<file path="config.mk">
export PLATFORM = sky130hd
export DESIGN_NAME = tl_egress_drain
export DESIGN_NICKNAME = d
export VERILOG_FILES = /design/src/rtl/tl_drain_pkg.sv /design/src/rtl/tl_drain_arbiter.sv /design/src/rtl/tl_egress_drain.sv
export SDC_FILE = /design/constraint.sdc
export NUM_CORES = 1
export LEC_CHECK = 0
export ABC_CLOCK_PERIOD_IN_PS = 4100
export CAP_MARGIN = 10
export CORE_ASPECT_RATIO = 1.5
export CORE_MARGIN = 1
export CORE_UTILIZATION = 25
export DETAILED_ROUTE_END_ITERATION = 10
export PLACE_DENSITY_LB_ADDON = 0.1
export RECOVER_POWER = 25
export SLEW_MARGIN = 30
export SYNTH_ARGS = -nofsm -noshare
export SYNTH_HDL_FRONTEND = slang
export SYNTH_SLANG_ARGS = --single-unit
export TNS_END_PERCENT = 100
</file>
<file path="constraint.sdc">
create_clock -name clk -period 4.1 [get_ports clk]
set_input_delay 1.23 -clock clk [delete_from_list [all_inputs] [get_ports clk]]
set_output_delay 1.23 -clock clk [all_outputs]
set_load 0.01 [all_outputs]
</file>
<file path="src/rtl/tl_drain_pkg.sv">
// Shared types and sizes for the egress drain block.
// FSM encoding, word/counter widths and the routing field position.
package tl_drain_pkg;

  localparam int WORD_W   = 10;
  localparam int CNT_W    = 5;
  localparam int NUM_FIFO = 4;
  localparam int IDX_W    = 2;
  localparam int DEST_HI  = 9;
  localparam int DEST_LO  = 8;

  typedef enum logic [1:0] {
    ST_RESET  = 2'd0,
    ST_INIT   = 2'd1,
    ST_IDLE   = 2'd2,
    ST_ACTIVE = 2'd3
  } state_t;

  function automatic logic [IDX_W-1:0] oh2idx(
    input logic [NUM_FIFO-1:0] oh
  );
    oh2idx = '0;
    for (int i = 0; i < NUM_FIFO; i++)
      if (oh[i]) oh2idx = IDX_W'(i);
  endfunction

endpackage

</file>
<file path="src/rtl/tl_drain_arbiter.sv">
// One-hot grant to the first non-empty FIFO searching after ptr.
// With ptr held at the last index this is plain fixed priority.
module tl_drain_arbiter
  import tl_drain_pkg::*;
(
  input  logic [NUM_FIFO-1:0] empty_in,
  input  logic                enable,
  input  logic [IDX_W-1:0]    ptr,
  output logic [NUM_FIFO-1:0] grant
);

  logic [IDX_W-1:0] pos;
  logic             found;

  always_comb begin
    grant = '0;
    found = 1'b0;
    pos   = '0;
    for (int k = 0; k < NUM_FIFO; k++) begin
      pos = ptr + IDX_W'(k + 1);
      if (enable && !found && !empty_in[pos]) begin
        grant[pos] = 1'b1;
        found      = 1'b1;
      end
    end
  end

endmodule

</file>
<file path="src/rtl/tl_egress_drain.sv">
// Drains four FWFT FIFOs into one registered egress stream.
// TL_DRAIN_RR_EN selects round-robin instead of fixed priority.
module tl_egress_drain
  import tl_drain_pkg::*;
(
  input  logic                clk,
  input  logic                reset_L,
  input  logic                init,
  input  logic [NUM_FIFO-1:0] empty_in,
  input  logic [WORD_W-1:0]   data_in0,
  input  logic [WORD_W-1:0]   data_in1,
  input  logic [WORD_W-1:0]   data_in2,
  input  logic [WORD_W-1:0]   data_in3,
  output logic [NUM_FIFO-1:0] pop_out,
  output logic [WORD_W-1:0]   data_out,
  output logic                valid_out,
  input  logic                ready_in,
  input  logic                req,
  input  logic [IDX_W-1:0]    idx,
  output logic [CNT_W-1:0]    contador,
  output logic                contador_valid,
  output logic [NUM_FIFO-1:0] err_route
);

  state_t              state;
  state_t              state_nx;
  logic [NUM_FIFO-1:0] grant;
  logic [IDX_W-1:0]    ptr;
  logic [WORD_W-1:0]   din [NUM_FIFO];
  logic [WORD_W-1:0]   pop_data;
  logic [CNT_W-1:0]    cnt [NUM_FIFO];
  logic                reg_free;
  logic                run;

  assign din[0] = data_in0;
  assign din[1] = data_in1;
  assign din[2] = data_in2;
  assign din[3] = data_in3;

  assign reg_free = !valid_out || ready_in;
  assign run      = (state == ST_ACTIVE) && !init && reg_free;
  assign pop_out  = grant;

  tl_drain_arbiter u_arb (
    .empty_in (empty_in),
    .enable   (run),
    .ptr      (ptr),
    .grant    (grant)
  );

  always_comb begin
    pop_data = '0;
    for (int n = 0; n < NUM_FIFO; n++)
      if (grant[n]) pop_data = pop_data | din[n];
  end

  always_comb begin
    state_nx = state;
    unique case (state)
      ST_RESET:  state_nx = ST_INIT;
      ST_INIT:   if (!init) state_nx = ST_IDLE;
      ST_IDLE: begin
        if (init)             state_nx = ST_INIT;
        else if (!(&empty_in)) state_nx = ST_ACTIVE;
      end
      ST_ACTIVE: begin
        if (init)                         state_nx = ST_INIT;
        else if (&empty_in && !valid_out) state_nx = ST_IDLE;
      end
      default:   state_nx = ST_RESET;
    endcase
  end

  always_ff @(posedge clk or negedge reset_L) begin
    if (!reset_L) state <= ST_RESET;
    else          state <= state_nx;
  end

  // Word is only taken when the register is free, so it is never overwritten.
  always_ff @(posedge clk or negedge reset_L) begin
    if (!reset_L) begin
      data_out  <= '0;
      valid_out <= 1'b0;
    end else if (init) begin
      data_out  <= '0;
      valid_out <= 1'b0;
    end else if (reg_free) begin
      valid_out <= |grant;
      if (|grant) data_out <= pop_data;
    end
  end

  always_ff @(posedge clk or negedge reset_L) begin
    if (!reset_L) begin
      for (int n = 0; n < NUM_FIFO; n++) cnt[n] <= '0;
      err_route <= '0;
      ptr       <= IDX_W'(NUM_FIFO - 1);
    end else if (init) begin
      for (int n = 0; n < NUM_FIFO; n++) cnt[n] <= '0;
      err_route <= '0;
      ptr       <= IDX_W'(NUM_FIFO - 1);
    end else begin
      for (int n = 0; n < NUM_FIFO; n++) begin
        if (grant[n]) begin
          cnt[n] <= cnt[n] + 1'b1;
          if (din[n][DEST_HI:DEST_LO] != IDX_W'(n))
            err_route[n] <= 1'b1;
        end
      end
`ifdef TL_DRAIN_RR_EN
      if (|grant) ptr <= oh2idx(grant);
`else
      ptr <= IDX_W'(NUM_FIFO - 1);
`endif
    end
  end

  // Register read sees the counter before this cycle's increment.
  always_ff @(posedge clk or negedge reset_L) begin
    if (!reset_L) begin
      contador       <= '0;
      contador_valid <= 1'b0;
    end else begin
      contador_valid <= req;
      if (req) contador <= cnt[idx];
    end
  end

endmodule

</file>
==> flow_metrics.env <==
export IMPL_ir_drop_mv=0.150
export IMPL_crit_fanout=4
export IMPL_critical_path_class="primary input to output pin"
export IMPL_cts_buffer_depth=2
export IMPL_fp_coreArea_sq_um=8880
export IMPL_violations="capacitance limit, slew limit"
export IMPL_grt_pass1_wl_um=10300
export IMPL_power_mw=1.14
export IMPL_synth_area_top_cells="dfrtp_1 (47%), mux4_2 (4.9%), nor2_1 (4.6%), a221o_1 (4.4%), a21oi_1 (3.9%)"
export IMPL_maxCapViolCount=1
export IMPL_max_stage_delay_ns=0.52
export IMPL_cts_setup_buffers=0
export IMPL_end_kind="output pin"
export IMPL_timing_final_crit_share_pct=93.7
export IMPL_first_pass_iters=4
export IMPL_synth_largest_area_cell="dfrtp_1"
export IMPL_holdPathStages=1
export IMPL_rsz0062_at_grt="false"
export IMPL_synth_fp_nets=274
export IMPL_drtIter0Drc=47
export IMPL_via_count=1985
export IMPL_clk_pin_slew_ns=0.06
export IMPL_fin_util_pct=38.9
export IMPL_synth_area_sq_um=2290
export IMPL_numPortBuffers=75
export IMPL_finalWorstPathRequiredPeriod_ns=3.84
export IMPL_ys_async_sr_fraction_pct=100
export IMPL_cts_htree_levels=2
export IMPL_reg2regPathDepth=6
export IMPL_p_leak_nw=1.50
export IMPL_synth_cells=219
export IMPL_core_rowCount=42
export IMPL_crit_start="empty_in[0]"
export IMPL_clkLatencyLatePin_ns=0.29
export IMPL_layout_drive_gt1_share_pct=14.3
export IMPL_cp_slowest_cell="clkdlybuf4s50_1"
export IMPL_antenna_found_initial=0
export IMPL_cts_root_buffer="clkbuf_16"
export IMPL_start_kind="primary input"
export IMPL_avgSynthCellArea_sq_um=10.4
export IMPL_routed_wl_um=6490
export IMPL_ant_nets=0
export IMPL_fp_dieH_um=119
export IMPL_synth_edf_count=0
export IMPL_io_pins=76
export IMPL_r2r_setup_slack_ns=2.44
export IMPL_rr_startpoint="valid_out"
export IMPL_synth_warning_count=0
export IMPL_numCtsBuffers=5
export IMPL_cellPowerDensity_nw_per_um2=329
export IMPL_status="finished with violations"
export IMPL_place_area_sq_um=3250
export IMPL_grtUsageTotal_pct=14.8
export IMPL_critPathRequiredTime_ns=2.87
export IMPL_worst_pin_slew_ns=2.42
export IMPL_ys_seq_elements=43
export IMPL_fp_dieArea_sq_um=9550
export IMPL_finalHoldViolations=0
export IMPL_num_antenna_cells=0
export IMPL_ys_seq_area_share_pct=47.0
export IMPL_slew_headroom_pct=-61.2
export IMPL_hold_path_class="register to register"
export IMPL_die_width_um=80.1
export IMPL_initial_core_util_pct=25.8
export IMPL_finClkSkew_ns=0.00191
export IMPL_finalWeightedCongestion=0.733
export IMPL_holdCritStartpoint="contador[3]"
export IMPL_viasPerCell=4.75
export IMPL_synth_top_area_share_pct=47.0
export IMPL_drc=0
export IMPL_synth_ff_type="dfrtp_1"
export IMPL_cts_tree="yes"
export IMPL_min_to="contador[3]"
export IMPL_grt_overflow_total=0
export IMPL_clock_fmax_mhz=260
export IMPL_hpwl_um=5030
export IMPL_clock_sinks=43
export IMPL_r2r_end="cnt[8]"
export IMPL_drv_slew=44
export IMPL_crit_chain="clkdlybuf4s50_1, or3b_4, nor3_4, dlygate4sd2_1"
export IMPL_wl_per_cell_um=15.5
export IMPL_final_area_sq_um=3460
export IMPL_critPathArrivalTime_ns=2.61
export IMPL_area_growth_syn_to_layout_pct=51.1
export IMPL_ys_types=39
export IMPL_grt_max_degree=44
export IMPL_layout_nets=362
export IMPL_grt_pass1_vias=2059
export IMPL_final_setup_viol_count=0
==> final cells by class <==
class,count,area (sq um)
repair buffers,92,881
clock inverters,3,67.6
well taps,110,138
multi-input cells,160,1150
fillers,897,5420
inverters,5,18.8
flip-flops and latches,43,1080
clock buffers,5,125
==> state kept, by name, summed over array words and instances (netlist names) <==
name,cells
cnt,20
data_out,10
contador,5
err_route,4
state,2
contador_valid,1
valid_out,1
==> placed cells by master, fill, tap and decap left out, drive strengths merged, types with 2 or more instances in the layout <==
master,synthesis,routed
a221o,10,10
clkdlybuf4s50,0,69
xnor2,9,9
mux2,6,6
a21oi,18,18
nand4,2,2
or3,2,2
dlymetal6s2s,0,4
clkbuf,8,6
inv,5,5
nand2b,3,3
buf,3,17
a211oi,10,10
nor3,4,4
nor2b,13,13
mux2i,6,6
nand2,14,14
nor4,5,5
o21ai,3,3
mux4,5,5
ha,4,4
nor2,29,29
nand3,8,8
dfrtp,43,43
bufinv,0,2
==> routing by layer <==
| layer | up-vias | routed length, um | global-route usage [%] |
|---|---|---|---|
| met5 | - | 0 | 0 |
| met4 | 0 | 106 | 5.36 |
| met3 | 6 | 420 | 5.36 |
| met2 | 68 | 3420 | 26.4 |
| met1 | 944 | 2540 | 15.5 |
| li1 | 967 | - | - |
==> cell families (layout without fill, tap and decap cells) <==
group           count (synthesis)  in the layout  synth area share [%]
mux                            17             17                  10.5
simple gates                   87             87                  21.1
flops                          43             43                  47.0
buf+inv                        16            105                  2.90
compound gates                 43             43                  12.8
fa+ha+maj                       4              4                  2.19
xor+xnor                        9              9                  3.44
==> worst max path at each step <==
stage / endpoint
after global routing: pop_out[1]
final: pop_out[1]
after CTS: pop_out[0]
after detailed placement: pop_out[1]
after floorplan: pop_out[1]
after global placement: pop_out[3]
==> timing repair <==
action | in CTS | in global routing
pin swaps | 1 | 0
setup endpoints to repair | 2 | 3
resized for setup | 1 | 5
hold buffers | 0 | 0
endpoints found under the hold margin | 0 | 0
==> metrics by stage <==
stage          instances  setup TNS [ns]  setup slack (ns)  hold slack, ns
2_1_floorplan        219               0             0.835           0.482
3_3_place_gp         410               0           0.00364           0.483
3_5_place_dp         410         -0.0342           -0.0212           0.495
4_1_cts              418               0           0.00409           0.512
5_1_grt              418               0             0.210           0.522
6_report             418               0             0.258           0.507
==> Yosys cell counts, types with 6 or more instances <==
cell type and instances:
dfrtp_1 43, nor2_1 28, a21oi_1 18, nand2_1 13
nor2b_1 13, a211oi_1 10, a221o_1 10, xnor2_1 9
clkbuf_1 8, nand3_1 8, mux2i_1 6
==> report_power, final <==
group	internal (mW)	leakage, nW	switching [mW]
sequential	0.438	0.586	0.0105
clock	0.349	0.0900	0.174
combinational	0.0940	0.820	0.0719
==> worst max-delay path, delay by kind of cell <==
| kind | cells | cell delay [ns] |
|---|---|---|
| simple gates | 2 | 0.57 |
| buf+inv | 2 | 0.81 |
(Power assumes the default switching activity.)
